==> config.mk <==
export PLATFORM = sky130hd
export DESIGN_NAME = reset_requester
export DESIGN_NICKNAME = d
export VERILOG_FILES = /design/src/rtl/reset_requester_pkg.sv /design/src/rtl/reset_requester_button_debouncer.sv /design/src/rtl/reset_requester.sv
export SDC_FILE = /design/constraint.sdc
export NUM_CORES = 1
export LEC_CHECK = 0
export BUFFER_PORTS_ARGS = -buffer_cell sky130_fd_sc_hd__buf_2
export CAP_MARGIN = 20
export CORE_MARGIN = 2
export CORE_UTILIZATION = 55
export DETAILED_ROUTE_END_ITERATION = 7
export PLACE_DENSITY = 0.85
export RECOVER_POWER = 50
export SLEW_MARGIN = 5
export SYNTH_ARGS = -nofsm -noshare
export SYNTH_HDL_FRONTEND = slang
export SYNTH_SLANG_ARGS = --single-unit
==> constraint.sdc <==
create_clock -name clk -period 4.75 [get_ports clk]
set_clock_uncertainty 0.1 [all_clocks]
set_input_delay 0.7125 -clock clk [delete_from_list [all_inputs] [get_ports clk]]
set_output_delay 0.7125 -clock clk [all_outputs]
set_load 0.1 [all_outputs]
==> src/rtl/reset_requester_pkg.sv <==
// Shared system definitions for the reset requester, reset generator and CPU register map:
// request cause encodings, software reset key and the requester FSM states.
package reset_requester_pkg;

   typedef enum logic [1:0] {
      CAUSE_NONE     = 2'b00,
      CAUSE_BUTTON   = 2'b01,
      CAUSE_SOFTWARE = 2'b10,
      CAUSE_RESERVED = 2'b11
   } cause_e;

   typedef enum logic [1:0] {
      ST_IDLE,
      ST_REQUEST,
      ST_WAIT_RELEASE
   } req_state_e;

   localparam logic [7:0] SW_KEY_DEFAULT = 8'hA5;
   localparam logic [7:0] COUNT_MAX      = 8'hFF;

   function automatic logic [7:0] sat_inc(input logic [7:0] value);
      return (value == COUNT_MAX) ? value : value + 8'd1;
   endfunction

endpackage

==> src/rtl/reset_requester_button_debouncer.sv <==
// Button conditioning: 2-flop synchronizer, debounce counter, debounced level and a
// one-cycle pulse on the debounced pressed edge.
module button_debouncer #(
   parameter int unsigned DEBOUNCE_CYCLES = 1024
) (
   input  logic clk,
   input  logic reset,
   input  logic button_n,
   output logic level,
   output logic pressed
);

   localparam int unsigned CW = $clog2(DEBOUNCE_CYCLES + 1);
   localparam logic [CW-1:0] LAST = CW'(DEBOUNCE_CYCLES - 1);

   logic          sync1;
   logic          sync2;
   logic [1:0]    fill;
   logic          armed;
   logic [CW-1:0] count;

   // fill marks when sync2 first carries a real button sample rather than its reset value;
   // armed stays low until a released sample is seen, so a button held through reset
   // cannot produce a pressed edge until it is released and pressed again.
   always_ff @(posedge clk) begin
      if (reset) begin
         sync1   <= 1'b1;
         sync2   <= 1'b1;
         fill    <= 2'b00;
         armed   <= 1'b0;
         count   <= '0;
         level   <= 1'b1;
         pressed <= 1'b0;
      end else begin
         // NOTE: non-blocking assignments keep sync1 -> sync2 a true two-stage shift.
         sync1   <= button_n;
         sync2   <= sync1;
         fill    <= {fill[0], 1'b1};
         pressed <= 1'b0;
         if (fill[1] && sync2 && level)
            armed <= 1'b1;
         if (sync2 == level) begin
            count <= '0;
         end else if (count == LAST) begin
            level   <= sync2;
            count   <= '0;
            pressed <= armed & ~sync2;
         end else begin
            count <= count + 1'b1;
         end
      end
   end

endmodule

==> src/rtl/reset_requester.sv <==
// Reset request controller: turns debounced button presses and keyed software writes
// into a held reset_request, recording the cause and a saturating request count.
module reset_requester
   import reset_requester_pkg::*;
#(
   parameter int unsigned DEBOUNCE_CYCLES = 1024,
   parameter int unsigned HOLD_CYCLES     = 64,
   parameter logic [7:0]  SW_KEY          = SW_KEY_DEFAULT
) (
   input  logic       clk,
   input  logic       reset,
   input  logic       button_n,
   input  logic       sw_write,
   input  logic [7:0] sw_key,
   input  logic       reset_busy,
   output logic       reset_request,
   output logic [1:0] cause,
   output logic [7:0] request_count
);

   localparam int unsigned HW = $clog2(HOLD_CYCLES + 1);
   localparam logic [HW-1:0] HOLD_LOAD = HW'(HOLD_CYCLES - 1);

   req_state_e    state;
   cause_e        cause_q;
   logic [HW-1:0] hold_count;
   logic          button_level;
   logic          button_event;
   logic          sw_event;

   button_debouncer #(
      .DEBOUNCE_CYCLES (DEBOUNCE_CYCLES)
   ) u_debouncer (
      .clk      (clk),
      .reset    (reset),
      .button_n (button_n),
      .level    (button_level),
      .pressed  (button_event)
   );

   assign sw_event = sw_write && (sw_key == SW_KEY);
   assign cause    = cause_q;

   // Events outside IDLE fall through untouched, so cause and count only move on acceptance.
   always_ff @(posedge clk) begin
      if (reset) begin
         state         <= ST_IDLE;
         reset_request <= 1'b0;
         cause_q       <= CAUSE_NONE;
         request_count <= '0;
         hold_count    <= '0;
      end else begin
         case (state)
            ST_IDLE: begin
               if (button_event || sw_event) begin
                  state         <= ST_REQUEST;
                  reset_request <= 1'b1;
                  hold_count    <= HOLD_LOAD;
                  cause_q       <= button_event ? CAUSE_BUTTON : CAUSE_SOFTWARE;
                  request_count <= sat_inc(request_count);
               end
            end
            ST_REQUEST: begin
               if (hold_count == '0)
                  state <= ST_WAIT_RELEASE;
               else
                  hold_count <= hold_count - 1'b1;
            end
            ST_WAIT_RELEASE: begin
               if (!reset_busy && button_level) begin
                  state         <= ST_IDLE;
                  reset_request <= 1'b0;
               end
            end
            default: begin
               state         <= ST_IDLE;
               reset_request <= 1'b0;
            end
         endcase
      end
   end

endmodule

**After elaboration in Yosys (flattened, before gate mapping)**

Index checks and enable logic that the tools add are counted.

- Register bits after elaboration: 38
- Output and inout port bits: 11
- Logic and storage cells: 61

- Mux-type cells: 12
- Reduce and logical (&&, ||, !) cells: 17
- Bitwise operators: 6
- $add $sub $neg: 3
- Equality and inequality tests: 10

Operators with widths:

| kind | count |
|---|---|
| == test 8 bit, second input constant | 2 |
| two-way mux 7 bit | 2 |
| case mux 7 bit (2 select lines) | 1 |
| AND reduction 3 bit | 4 |
| adder 11 x 1 -> 11 bit, second input constant | 1 |
| == test 11 x 10 -> 1 bit, second input constant | 1 |
| adder 8 x 1 -> 8 bit, second input constant | 1 |
| two-way mux 2 bit | 4 |
| inequality test 2 bit, second input constant | 4 |
| zero test 7 bit | 1 |
| subtractor 7 x 1 -> 7 bit, second input constant | 1 |
| case mux 2 bit (3 select lines) | 1 |
| OR reduction 3 bit | 2 |
| inverter 1 bit | 5 |
| logical AND 1 bit | 4 |
| AND reduction 2 bit | 2 |
| two-way mux 1 bit | 3 |
| case mux 1 bit (3 select lines) | 1 |
| == test 2 x 1 -> 1 bit, second input constant | 1 |
| == test 2 bit, second input constant | 1 |
| zero test 2 bit | 1 |
| nonzero test 2 bit | 1 |
| bitwise AND 1 bit | 1 |
| == test 1 bit | 1 |
| 2 further kinds | 2 |

**Longest topological paths before layout**

Gate-level depths: netlist of run 1.

- Word-level depth: 5
- Depth in mapped cells: 6

**Modules after synthesis**

A second synthesis of run 1 with hierarchy kept.

- Cells, all modules: 183
- Area, all modules: 1700.4 um^2

Modules (own cells, without submodules):

| module | times used | sequential area each (um^2) | cells each | area each (um^2) |
|---|---|---|---|---|
| reset_requester | 1 | 400.4 | 115 | 994.7 |
| button_debouncer | 1 | 360.3 | 68 | 705.7 |

**Worst setup path after synthesis of run 1**

Ideal clock, no wire load.

- Kind: flip-flop to flip-flop
- Start point: reg request_count[1]
- End point: reg request_count[0]
- Buffers on the path: 1
- Path slack: 2469 ps
- Arrival: 2110 ps
- Cell stages (with the launch flop): 7
- Path through: dfxtp_1 ha_1 nand2_1 o31ai_1 buf_2 o21ai_0 a21oi_1

- Word-level cells in the longest chain between the ends: 3

RTL lines:

| what | RTL line | RTL |
|---|---|---|
| from (decl) | reset_requester.sv:18 | `output logic [7:0] request_count` |
| from (signal assigned) | reset_requester.sv:60 | `request_count <= sat_inc(request_count);` |
| == test 8 bit | reset_requester_pkg.sv:22 | `return (value == COUNT_MAX) ? value : value + 8'd1;` |
| inverter 1 bit (no line) | -- |  |
| AND reduction 3 bit (no line) | -- |  |

No other way between the ends.
A chain may end at the register's enable or synchronous reset.

**Final worst setup path of run 1**

- Start point: in sw_key[2]
- End point: reg hold_count[5]

- Word-level cells in the longest chain between the ends: 5

RTL lines:

| what | RTL line | RTL |
|---|---|---|
| from (decl) | reset_requester.sv:14 | `input logic [7:0] sw_key,` |
| == test 8 bit | reset_requester.sv:41 | `assign sw_event = sw_write && (sw_key == SW_KEY);` |
| logical AND 1 bit | reset_requester.sv:41 |  |
| logical OR 1 bit | reset_requester.sv:55 | `if (button_event \|\| sw_event) begin` |
| inequality test 2 bit (no line) | -- |  |
| AND reduction 3 bit (no line) | -- |  |
| to (signal assigned) | reset_requester.sv:67 | `hold_count <= hold_count - 1'b1;` |
| to (decl) | reset_requester.sv:26 | `logic [HW-1:0] hold_count;` |

No other way between the ends.

==> results, run 1 <==
- The run finished with clean final reports.
- Counting every sink on the clock net gives 38.
- The hold violation total from the final report is 0.
- For this block, the initial DRC count from the detailed router was 50.
- The number of gates resized after CTS was 0.
- Setup repair after global routing left no endpoint under its margin.
- The combinational family with the most area after synthesis is simple AND/OR/NAND/NOR gates.
- Of all flip-flops after synthesis, the portion carrying an async set or reset was 0%.
- The max-cap check violation count is 0.
- The TritonCTS buffer count is 5.
- The routed wirelength normalized by instance count is about 13 um.
- The worst flop-to-flop path startpoint is request_count[1].
- The number of detailed-routing iterations run before antenna repair is 4.
- The number of global-route vias before repair was 1,200.
- Setup violations remaining at the end of the flow were counted as 0.
- The core region is ~3000 um^2.
- The tree is rooted in a sky130_fd_sc_hd__clkbuf_4.
- The total via count in the routed design is between 1,000 and 1,500.
- The number of nets in the synthesized netlist is ~200.
- Yosys printed 0 warnings.
- In this run the worst path has a maximum fanout of 14.
- The worst reg2reg path endpoint is request_count[4].
- The total count of max-transition violations in the final report was 0.
- For this run the aggregate overflow at the end of global routing stands at 0.
- After clock tree synthesis, the clock-pin slew on the worst setup and hold paths is ~100 ps.
- The clock passes through at most 2 buffers.
- In this run the cell area measured after placement is 1812 um^2.
- The number of cell instances on the worst register-to-register path is 5.
- Detailed routing placed a total of 1408 um of wire on met2.
- After detailed routing, the number of vias per cell comes to 5.917.
- In this run the power density over the cells is around 270 nW/um^2.
- The share of post-route cells with drive strength above 1 is between 10% and 20%.
- The first-pass GRT wire length is between 5000 and 6000 um.
- In this run the post-CTS setup repair buffer count came out at 0.
- The H-tree generated during clock tree synthesis spans 2 levels.
- Leaving out fill and tap cells, the most frequent cells in the layout are 38 x sky130_fd_sc_hd__dfxtp_1, 19 x sky130_fd_sc_hd__buf_2, 18 x sky130_fd_sc_hd__nor2_1.
- The internal reg-to-reg setup slack is about 2600 ps.
- The detailed-route wire length is between 3000 and 4000 um.
- The number of routed nets with antenna violations is 0.
- The final layout net count is 224.
- Yosys mapped a number of flops with a built-in enable equal to 0.
- The average instance area after synthesis is roughly 9.2 um^2.
- After synthesis the netlist holds a flip-flop and latch count of 38.
- The synthesized netlist devotes a little under a fifth of its cell area to compound gates.
- The leakage power of the design is roughly 0.67 nW.
- The wire-length estimate of the detail-placed layout is ~2200 um.
- The slew at the pin closest to its max-slew limit is approximately 1200 ps.
- Based on the critical path, the design can be clocked at up to between 0.4 and 0.5 GHz.
- The maximum number of pins on one net before global-route repair is 25.
- The final cell area excluding filler cells is 1836 um^2.
- For the worst setup path, the data required time is a little under 5000 ps.
- The summed negative setup slack over all endpoints is 0 ps.
- After Yosys synthesis, and, or, nand and nor cells account for 22.90% of the synthesized area.
- Of the post-synthesis cell area, the part taken by muxes is ~1.8%.
- From synthesis to final layout, the design area changed by 8.346%.
- The uppermost metal layer occupied by signal nets is met4.
- The hold path endpoint is u_debouncer.sync2.
- From bottom edge to top edge, the die measures 59.50 um.
- The path type of the worst setup path is primary input to flip-flop.
- TritonCTS built the clock tree.
- The initial utilization of the core area, before any placement, comes to between 50 and 60%.
- The arrival time at the worst endpoint is about 2600 ps.
- The clock latency on the worst-skew pair is 340 ps.
- The final cell count without fillers is between 200 and 250.
- The synthesized netlist devotes 4.653% of its cell area to XOR and XNOR gates.
- For this design, the CTS-stage hold fixing added 0 buffers.
- The most used flip-flop cell after synthesis is sky130_fd_sc_hd__dfxtp_1.
- The nature of the critical path endpoint is a flip-flop.
- Along the worst hold path, the cell count comes to 1.
- Global routing consumed, over all layers together, just under 20% of the routing resources.
- The number of cells after detailed placement is ~230.
- The final period demand of the worst path is 2399 ps.
- The worst hold path begins at u_debouncer.sync1.
- The largest voltage drop on the vdd net is ~0.00016 V.
- After detailed routing, the number of remaining DRC violations is 0.
- The share of the core filled with cells is a little over 60%.
- The post-synthesis share of cell area spent on full adders, half adders and majority gates is ~2.2%.
- For this block, wires on met1 add up to between 1500 and 2000 um.
- The number of different library cells in the post-synthesis netlist is just under 50.
- The number of antenna violations at the first check in global routing came to 0.
- The cell count after synthesis is around 190.
- The met3 routed wirelength is 163 um.
- The total power draw is just under 0.0005 W.
- The count of input and output buffers is 23.
- The width of the die is 59.50 um.
- The share of synthesized area occupied by flip-flops and latches is approximately 45%.
- The die area is approximately 3500 um^2.
- The number of antenna diodes in the final layout is 0.
- After floorplanning, the core was divided into 20 placement rows.
- The worst path uses between 50% and 60% of the clock period.
- The kind of launch point of the worst setup path is a primary input.
- The most common cell after layout, fill and taps aside is sky130_fd_sc_hd__dfxtp_1.
- 24 I/O pins were placed.
- The class of the tightest hold or removal check is flip-flop to flip-flop.
- The remaining max-slew budget at the tightest pin is between 20 and 25%.
- The placer congestion estimate is 0.8490.
- After synthesis the cells add up to about 1700 um^2.
[per-layer routing]
metal | track usage (%) | up-vias
li1 | - | 719
met3 | 6.550 | 11
met1 | 24.08 | 658
met5 | 0 | -
met2 | 29.67 | 38
met4 | 9.524 | 0
[critical path, cell delays in order]
cell	delay [ps]
sky130_fd_sc_hd__buf_2	90
sky130_fd_sc_hd__and4bb_1	210
sky130_fd_sc_hd__a41oi_1	780
sky130_fd_sc_hd__a21boi_0	410
sky130_fd_sc_hd__o221a_2	330
[power breakdown]
group / internal [W] / leakage (nW) / total, W / switching [W]
clock: 0.0000558 / 0.0254 / 0.000156 / 0.000101
combinational: 0.00000816 / 0.337 / 0.0000181 / 0.00000989
sequential: 0.000321 / 0.307 / 0.000323 / 0.00000168
total: 0.000385 / 0.670 / 0.000497 / 0.000112
[worst max-delay path by stage]
stage | startpoint | endpoint | slack [ps] | cells past startpoint
after detailed placement | sw_key[6] | request_count[4] | 2370 | 5
after global placement | sw_key[6] | request_count[4] | 2450 | 5
final | sw_key[2] | hold_count[5] | 2350 | 5
after global routing | sw_key[2] | hold_count[5] | 2160 | 5
after floorplan | request_count[1] | request_count[0] | 2470 | 6
after CTS | request_count[0] | request_count[0] | 2660 | 5
[state kept, by name (all words and copies together) (netlist names), 2 cells and up]
name and flops:
u_debouncer.count 11, hold_count 7, cause 2, u_debouncer.fill 2, request_count 8, state 2
[area by class of cell]
cell class,count,area [um^2]
Clock buffer,7,45.04
Sequential cell,38,760.7
Multi-Input combinational cell,130,840.8
Timing Repair Buffer,23,110.1
Fill cell,271,1167
Inverter,10,37.54
Tap cell,33,41.29
[synthesized netlist by cell type, types with 2 or more instances]
| library cell | number | area [um^2] |
|---|---|---|
| sky130_fd_sc_hd__or4_1 | 4 | 30.03 |
| sky130_fd_sc_hd__nor3_1 | 5 | 25.02 |
| sky130_fd_sc_hd__o21a_1 | 3 | 22.52 |
| sky130_fd_sc_hd__nor2_1 | 18 | 67.56 |
| sky130_fd_sc_hd__a211oi_1 | 2 | 15.01 |
| sky130_fd_sc_hd__a21oi_1 | 15 | 75.07 |
| sky130_fd_sc_hd__mux2i_1 | 3 | 30.03 |
| sky130_fd_sc_hd__nand2b_1 | 3 | 18.77 |
| sky130_fd_sc_hd__or2_2 | 2 | 12.51 |
| sky130_fd_sc_hd__nand3_1 | 4 | 20.02 |
| sky130_fd_sc_hd__dfxtp_1 | 38 | 760.7 |
| sky130_fd_sc_hd__o31ai_1 | 6 | 45.04 |
| sky130_fd_sc_hd__nand4_1 | 4 | 25.02 |
| sky130_fd_sc_hd__nor3b_1 | 2 | 15.01 |
| sky130_fd_sc_hd__a31oi_1 | 6 | 37.54 |
| sky130_fd_sc_hd__nor2b_1 | 2 | 12.51 |
| sky130_fd_sc_hd__nand2_1 | 12 | 45.04 |
| sky130_fd_sc_hd__xor2_1 | 5 | 43.79 |
| sky130_fd_sc_hd__ha_1 | 3 | 37.54 |
| sky130_fd_sc_hd__o21ai_0 | 3 | 15.01 |
| sky130_fd_sc_hd__xnor2_1 | 4 | 35.03 |
| sky130_fd_sc_hd__inv_1 | 10 | 37.54 |
| sky130_fd_sc_hd__clkbuf_1 | 4 | 15.01 |
| sky130_fd_sc_hd__nor4_1 | 2 | 12.51 |
[stage by stage]
| stage | hold WS [ps] | setup slack [ps] |
|---|---|---|
| finish | 321.0 | 2351 |
| global route | 343.7 | 2164 |
| CTS | 320.5 | 2660 |
| detailed placement | 295.8 | 2367 |
| global placement | 291.1 | 2447 |
| floorplan | 289.5 | 2469 |
[cell families (layout without fill, tap and decap cells)]
group / after synthesis / in the layout
compound gates: 46 / 46
xor+xnor: 9 / 9
fa+ha+maj: 3 / 3
buf+inv: 17 / 40
flops: 38 / 38
mux: 3 / 3
simple gates: 69 / 69
Power figures use the tool's default switching activity.
==> run 2, diff against run 1 <==
--- a/config.mk
+++ b/config.mk
@@ -5,12 +5,13 @@
 export SDC_FILE = /design/constraint.sdc
 export NUM_CORES = 1
 export LEC_CHECK = 0
+export ABC_AREA = 1
 export BUFFER_PORTS_ARGS = -buffer_cell sky130_fd_sc_hd__buf_2
 export CAP_MARGIN = 20
 export CORE_MARGIN = 2
-export CORE_UTILIZATION = 55
+export CORE_UTILIZATION = 51
 export DETAILED_ROUTE_END_ITERATION = 7
-export PLACE_DENSITY = 0.85
+export PLACE_DENSITY = 0.83
 export RECOVER_POWER = 50
 export SLEW_MARGIN = 5
 export SYNTH_ARGS = -nofsm -noshare
==> constraint.sdc (replaced) <==
create_clock -name clk -period 2.2 [get_ports clk]
set_clock_uncertainty 0.1 [all_clocks]
set_input_delay 0.33 -clock clk [delete_from_list [all_inputs] [get_ports clk]]
set_output_delay 0.33 -clock clk [all_outputs]
set_load 0.1 [all_outputs]
==> run 2 against run 1 <==
Effect of this change: design area rose by 13%; sequential cell count is the same; sequential share of layout area down 4.8 points; setup slack lost 1900 ps; core utilization is 0.32 points lower; first-iteration DRC count grew 46%; largest power group unchanged.
==> results, run 2 <==
- Synthesis inferred 38 register bits.
- Detailed placement finished with a half-perimeter wire length of 2407 um.
- In the final layout, the registers with the most flip-flops are u_debouncer.count (11), request_count (8), hold_count (7).
- The launch instance of the worst min-delay path is button_n.
- The hold violation total from the final report was 0.
- The path type of the worst setup path is flip-flop to flip-flop.
- The placer congestion estimate is 0.8392.
- The average instance area after synthesis is roughly 7.2 um^2.
- Summed over all instances, the cell type with the most area after synthesis is sky130_fd_sc_hd__dfxtp_1.
- Global routing used about 6% of the available met3 tracks.
- The clock latency on the worst-skew pair is 350 ps.
- After floorplanning, the core was sized to cover roughly 3400 um^2.
- The routed wirelength normalized by instance count is between 10 and 15 um.
- Clock tree synthesis inserted a total of 5 buffers.
- The routed layout has 1,605 vias.
- For the pin with the worst max-slew slack, the measured transition is between 600 and 700 ps.
- The post-detailed-route DRC marker count is 0.
- The kind of launch point of the worst setup path is a flip-flop.
- The number of detailed-routing iterations run before antenna repair is 4.
- By area the synthesized netlist is led by sky130_fd_sc_hd__dfxtp_1 41%, sky130_fd_sc_hd__nand2_1 11%, sky130_fd_sc_hd__nor2_1 8.3%, sky130_fd_sc_hd__inv_1 6.9%, sky130_fd_sc_hd__a21oi_1 4.8%.
- Global routing used roughly 19% of the available tracks across all layers.
- The layout has between 300 and 400 filler cells.
- Summing the sequential cell areas from Yosys gives ~41% of the chip area.
- After global routing the overflow that remains totals 0.
- The count of hold-fix buffers inserted at cts is 0.
- The number of routed nets with antenna violations is 0.
- The die covers 4150 um^2.
- The fraction of synthesis flops using an asynchronous set or reset pin is 0%.
- The area added between synthesis and finish is 11.56%.
- The max-cap check violation count is 0.
- The met2 usage in global routing is between 20 and 30%.
- After floorplanning, the core was divided into 21 placement rows.
- The number of global-route vias before repair is between 1,000 and 1,500.
- The count of input and output buffers is 23.
- The synthesized design contains 0 enable-type register cells.
- In the synthesized netlist, the number of instances is around 260.
- The dominant cell by count in the synthesized netlist is sky130_fd_sc_hd__nand2_1.
- The cell area that synthesis handed to floorplanning was 1862 um^2.
- The number of clock sinks is 38.
- The total count of max-transition violations in the final report was 0.
- The worst register-to-register path begins at u_debouncer.count[0].
- TritonCTS built the clock tree.
- The worst path in the final design needs a cycle of 1744 ps, including I/O delays and setup.
- The violation count after the first detailed-route iteration is between 70 and 80.
- The first global-routing pass estimated between 6000 and 7000 um of wire.
- The register with the most flip-flops in the layout has 11 of them.
- At the worst endpoint, the required time is ~2300 ps.
- The number of gates resized after cts is 0.
- Setup repair after global routing left no endpoint under its margin.
- Static timing analysis puts the maximum clock frequency at 0.5734 GHz.
- The largest voltage drop on the vdd net is between 0.0004 and 0.0005 V.
- The worst hold slack across all endpoints is slightly below 50 ps.
- The number of antenna violations at the first check in global routing is 0.
- For this block, the routed nets add up to around 3300 um of wire.
- 0 antenna diodes ended up in the layout.
- The class of the tightest hold or removal check is primary input to flip-flop.
- Global routing used a little under a quarter of the available met1 tracks.
- Summed over its instances, the top area cell type makes up between 40% and 50% of the synthesized netlist area.
- The global routing's busiest layer is met2.
- The number of nets in the synthesized netlist is ~270.
- Setup violations remaining at the end of the flow were counted as 0.
- For this design the static power due to leakage is 0.8867 nW.
- The initial core utilization is between 50% and 60%.
- The clock-pin slew on the worst setup and hold paths is 120 ps.
- CTS placed an instance of sky130_fd_sc_hd__clkbuf_4 at the clock tree root.
- The run finished with clean final reports.
- The total power draw is between 0.001 and 0.0015 W.
- Entering global routing, the biggest net connects 16 pins.
- No sink is reached through more buffers than the 2 on the longest clock path.
- The floorplan step set the die width to between 60 and 70 um.
- Pin placement for this block handled 24 I/O pins.
- The total power per unit cell area is between 600 and 700 nW/um^2.
- At the worst endpoint, the arrival time is between 1500 and 2000 ps.
- Post-CTS timing repair inserted 0 buffers for setup.
- The summed negative setup slack over all endpoints is 0 ps.
- The share of post-route cells with drive strength above 1 is 14.79%.
- The launch point of the worst path is u_debouncer.count[0].
- The final clock period utilization by the worst path is approximately four fifths.
- The H-tree was split into 2 levels.
- In this run the worst path has a maximum fanout of 11.
- The most instantiated flip-flop cell in the synthesis netlist is sky130_fd_sc_hd__dfxtp_1.
- Measured along the y axis, the die boundary spans 64.42 um.
- The register name with the most flops is u_debouncer.count.
- The number of different library cells used by synthesis comes to 24.
- Leaving out fill and tap cells, the most frequent cell in the layout is sky130_fd_sc_hd__nand2_1.
- In the layout the commonest cells are 56 x sky130_fd_sc_hd__nand2_1, 42 x sky130_fd_sc_hd__nor2_1, 37 x sky130_fd_sc_hd__dfxtp_1.
- The nature of the critical path endpoint is a flip-flop.
- The remaining max-slew budget at the tightest pin is a little under three fifths.
- In the synthesized netlist, the cells that appear most often are 55 x sky130_fd_sc_hd__nand2_1, 41 x sky130_fd_sc_hd__nor2_1, 38 x sky130_fd_sc_hd__dfxtp_1.
- In the routed layout, each cell is associated on average with a via count of between 4 and 5.
- The final layout contains around 300 nets.
- Yosys printed 0 warnings.
run 2: cell type report:
cell class	count	area [um^2]	share of cell area, %
clock buffer	6	51.30	2.470
clock inverter	2	60.06	2.892
inverter	34	127.6	6.145
multi-input combinational	180	900.9	43.37
sequential	38	762.0	36.69
tap	46	57.56	2.771
timing repair buffer	24	117.6	5.663
run 2: final timing paths:
path | end | slack (ps) | depth (start not counted)
worst max register to register | u_debouncer.count[4] | 460 | 6
worst max-delay path | u_debouncer.count[4] | 460 | 6
worst min-delay path | u_debouncer.sync1 | 50 | 2
worst min register to register | u_debouncer.fill[1] | 310 | 2
run 2: per-stage QoR:
stage | util, % | std cells | area (um^2) | worst slack [ps]
4_1_cts | 61.87 | 330 | 2113 | 487.2
2_1_floorplan | - | 257 | 1863 | 2.463
3_3_place_gp | 58.61 | 322 | 2002 | 609.7
6_report | 60.81 | 330 | 2077 | 456.2
3_5_place_dp | 58.61 | 322 | 2002 | 633.2
5_1_grt | 60.81 | 330 | 2077 | 225.1
run 2: worst max-delay path, stage by stage, from the launching register on:
cell and delay [ps]:
sky130_fd_sc_hd__dfxtp_1 390, sky130_fd_sc_hd__ha_1 220, sky130_fd_sc_hd__nand3_2 130, sky130_fd_sc_hd__nor3_4 220, sky130_fd_sc_hd__nand3_1 130, sky130_fd_sc_hd__nand3_1 340
sky130_fd_sc_hd__nor2_1 90
run 2: cell families (layout without fill, tap and decap cells):
| group | Yosys count | count (layout) | share of synthesized area [%] |
|---|---|---|---|
| AOI/OAI and AO/OA | 24 | 24 | 7.191 |
| DFF | 38 | 38 | 40.86 |
| xor gates and xnor gates | 9 | 9 | 4.234 |
| buffers and inverters | 39 | 66 | 9.072 |
| and+or+nand+nor | 144 | 144 | 36.63 |
| adders and majority gates | 3 | 3 | 2.016 |
run 2: metal layers:
layer	up-vias	part of all wire, %
met5	-	0
met4	0	1.4
met3	5	5.0
met2	33	43
met1	698	50
li1	869	-
run 2: power breakdown:
| group | leakage (nW) | total, W | switching, W | internal, W |
|---|---|---|---|---|
| clock | 0.0585 | 0.000615 | 0.000230 | 0.000385 |
| combinational | 0.520 | 0.0000621 | 0.0000389 | 0.0000232 |
| sequential | 0.308 | 0.000702 | 0.00000533 | 0.000696 |
==> run 3, diff against run 2 <==
--- a/config.mk
+++ b/config.mk
@@ -5,13 +5,13 @@
 export SDC_FILE = /design/constraint.sdc
 export NUM_CORES = 1
 export LEC_CHECK = 0
-export ABC_AREA = 1
+export ABC_AREA = 0
 export BUFFER_PORTS_ARGS = -buffer_cell sky130_fd_sc_hd__buf_2
 export CAP_MARGIN = 20
 export CORE_MARGIN = 2
-export CORE_UTILIZATION = 51
+export CORE_UTILIZATION = 50
 export DETAILED_ROUTE_END_ITERATION = 7
-export PLACE_DENSITY = 0.83
+export PLACE_DENSITY = 0.82
 export RECOVER_POWER = 50
 export SLEW_MARGIN = 5
 export SYNTH_ARGS = -nofsm -noshare
==> constraint.sdc (replaced) <==
create_clock -name clk -period 1.6 [get_ports clk]
set_clock_uncertainty 0.1 [all_clocks]
set_input_delay 0.24 -clock clk [delete_from_list [all_inputs] [get_ports clk]]
set_output_delay 0.24 -clock clk [all_outputs]
set_load 0.1 [all_outputs]
==> run 3 against run 2 <==
Effect of this change: setup slack got worse by 440 ps; count of clock-buffer cells in the layout up 2; core utilization is 9.2 points higher; total power increased by 12%; sequential share of layout area down 2.1 points; first-iteration DRC count rose by 11%; sequential cell count stayed put; non-clock buffer count rose by 34; critical path depth shrank 4; hold slack improved by 75 ps; critical endpoint is now request_count[1].
==> results, run 3 (same netlist as run 1, synthesis figures left out) <==
- The total power per unit cell area is roughly 670 nW/um^2.
- The die extent in y is just over 60 um.
- The number of global-route vias before repair is approximately 1,600.
- The register with the most flip-flops in the layout has 11 of them.
- The mean number of vias per cell is between 5 and 6.
- In the routed design, unresolved DRC markers number 0.
- The area of the core region is 3284 um^2.
- The worst-case IR drop observed on VDD is ~0.0005 V.
- The library cell used most frequently in the layout, excluding fill and tap cells, is sky130_fd_sc_hd__buf_4.
- The final period demand of the worst path is between 1500 and 2000 ps.
- Global routing finished with a remaining overflow of 0.
- Entering global routing, the biggest net connects 15 pins.
- The initial core utilization is about half.
- In the final routed layout, each cell accounts on average for ~14 um.
- The share of post-route cells with drive strength above 1 is roughly two fifths.
- At the placement stage, the worst setup path has a slack of -164.1 ps.
- The largest fanout on the critical path is 3.
- The internal portion of the total power is 0.001193 W.
- The I/O pin count is 24.
- The placer congestion estimate is a little over 0.8.
- TritonCTS built the clock tree.
- The run finished with clean final reports.
- The launch instance of the worst min-delay path is reset.
- The critical path starts at request_count[1].
- Measured against its own limit, the worst slew margin works out to roughly 64%.
- For this design, the sink count on the clock tree is 38.
- The clock-pin slew on the worst setup and hold paths is 110 ps.
- The total half-perimeter wirelength after legalization and detailed placement is 2716 um.
- Combinational cells account for 4.7% of the total power.
- Along the worst hold path, the cell count comes to 2.
- The count of endpoints failing setup in the final report is 0.
- 0 antenna diodes ended up in the layout.
- The clock tree root driver cell is sky130_fd_sc_hd__clkbuf_4.
- The number of detailed-routing iterations run before antenna repair is 4.
- The hold violation total from the final report is 0.
- The leakage power of the design is between 0.8 and 0.9 nW.
- The startpoint identified for the worst register-to-register timing path is request_count[0].
- Global routing used between 20% and 30% of the available tracks across all layers.
- At the pin with the least slew margin, the transition time is approximately 540 ps.
- The total count of max-transition violations in the final report is 0.
- During placement, the flow inserted port buffers numbering 23.
- For this run, the number of standard cells in the final layout without fillers is 290.
- The summed negative setup slack over all endpoints is 0 ps.
- The share of total power consumed by net switching is a little under a quarter.
- CTS built an H-tree with a depth of 2.
- The number of placed instances, taps included, is 276.
- The number of antenna violations at the first check in global routing is 0.
- The library cells used most frequently in the layout, excluding fill and tap cells, are 25 x sky130_fd_sc_hd__buf_4, 24 x sky130_fd_sc_hd__dfxtp_1, 21 x sky130_fd_sc_hd__buf_2.
- The data required time at the worst endpoint is between 1000 and 1500 ps.
- The number of cells on the worst reg-to-reg path is 5.
- The final worst-path setup slack is 14.61 ps.
- The final layout net count is 259.
- The final critical path takes up between 90 and 100% of the cycle.
- The total power draw is between 0.0015 and 0.002 W.
- The width of the die is roughly 62 um.
- The net switching power of the design is 0.0003534 W.
- The tool flagged a number of max-cap violations equal to 0.
- For the worst-skew pair, the clock arrives at the later sink with an insertion delay of 350 ps.
- By startpoint and endpoint, the worst setup path is classified as flip-flop to output port.
- The kind of launch point of the worst setup path is a flip-flop.
- The class of the tightest hold or removal check is primary input to flip-flop.
- Setup repair after global routing could not meet its margin everywhere.
- The die area is 3870 um^2.
- TritonCTS created 5 clock buffers.
- Ranked by flip-flop count, first place goes to u_debouncer.count.
- The part of the total power dissipated in the clock network is between 30% and 40%.
- The first-pass GRT wire length is roughly 6700 um.
- After detailed routing, the total wire length is roughly 4100 um.
- The area added between synthesis and finish is 35.75%.
- Across all layers, the routed design uses roughly 1,600 vias.
- The largest registers in the layout are u_debouncer.count (11), request_count (8), hold_count (7).
- The nature of the critical path endpoint is an output port.
- The detailed router finished its first iteration with just over 80 violations.
- The clock passes through at most 2 buffers.
- Once detail routing completed, the nets flagged for antenna violations numbered 0.
- The placement row count is 21.
- The arrival time at the worst endpoint is roughly 1300 ps.
- Timing would allow up to ~0.63 GHz.
- Of the total power, registers draw around 60%.
run 3: cell count changes in the layout (fill, tap and decap cells not counted), moves of 5 or more:
cell / previous run / this run
sky130_fd_sc_hd__a31oi_1: 0 / 5
sky130_fd_sc_hd__buf_2: 16 / 21
sky130_fd_sc_hd__buf_4: 0 / 25
sky130_fd_sc_hd__dfxtp_1: 37 / 24
sky130_fd_sc_hd__dfxtp_2: 1 / 7
sky130_fd_sc_hd__dfxtp_4: 0 / 7
sky130_fd_sc_hd__inv_1: 34 / 8
sky130_fd_sc_hd__nand2_1: 56 / 11
sky130_fd_sc_hd__nand3_1: 21 / 4
sky130_fd_sc_hd__nand4_1: 10 / 4
sky130_fd_sc_hd__nor2_1: 42 / 17
sky130_fd_sc_hd__o31ai_1: 0 / 5
run 3: final cells by class:
class / instances / area, um^2
clock buffer: 8 / 58.81
fill: 246 / 984.7
inverter: 10 / 37.54
multi-input combinational: 130 / 975.9
sequential: 38 / 795.8
tap: 46 / 57.56
timing repair buffer: 58 / 374.1
run 3: what timing repair did:
| item | CTS | global route |
|---|---|---|
| resized for setup | 9 | 22 |
| hold endpoints to repair | 1 | 0 |
| cloned | 0 | 0 |
| hold buffers | 1 | 0 |
| setup buffers | 2 | 5 |
| pin swaps | 6 | 8 |
| endpoints found under the setup margin | 7 | 24 |
run 3: power groups by stage:
stage	sequential, W	combinational (W)	clock [W]
floorplan	0.000969	0.0000321	0
global placement	0.000968	0.0000647	0
detailed placement	0.000968	0.0000675	0
CTS	0.000947	0.0000712	0.000535
global route	0.000948	0.0000802	0.000592
finish	0.000947	0.0000723	0.000527
run 3: worst paths after layout:
path | end | slack (ps)
max | request_count[1] | 10
min | state[0] | 120
max reg2reg | request_count[5] | 30
min reg2reg | u_debouncer.sync2 | 330
run 3: per-layer routing:
metal	global-route usage, %	wire length [um]
met5	0	0
met4	8.056	58
met3	7.609	159
met2	38.86	2135
met1	22.96	1721
run 3: worst max-delay path, stage by stage, from the launching register on:
cell and delay, ps:
sky130_fd_sc_hd__dfxtp_4 380, sky130_fd_sc_hd__buf_6 100, sky130_fd_sc_hd__buf_2 410
run 3: through the flow:
stage                     instance area (um^2)  hold WS, ps  util (%)
after global placement                    2100        322.6     63.92
after global routing                      2300        127.1     70.02
after floorplan                           1735        229.7         -
after detailed placement                  2100        323.4     63.92
final                                     2300        123.2     70.02
after CTS                                 2216        115.1     67.47
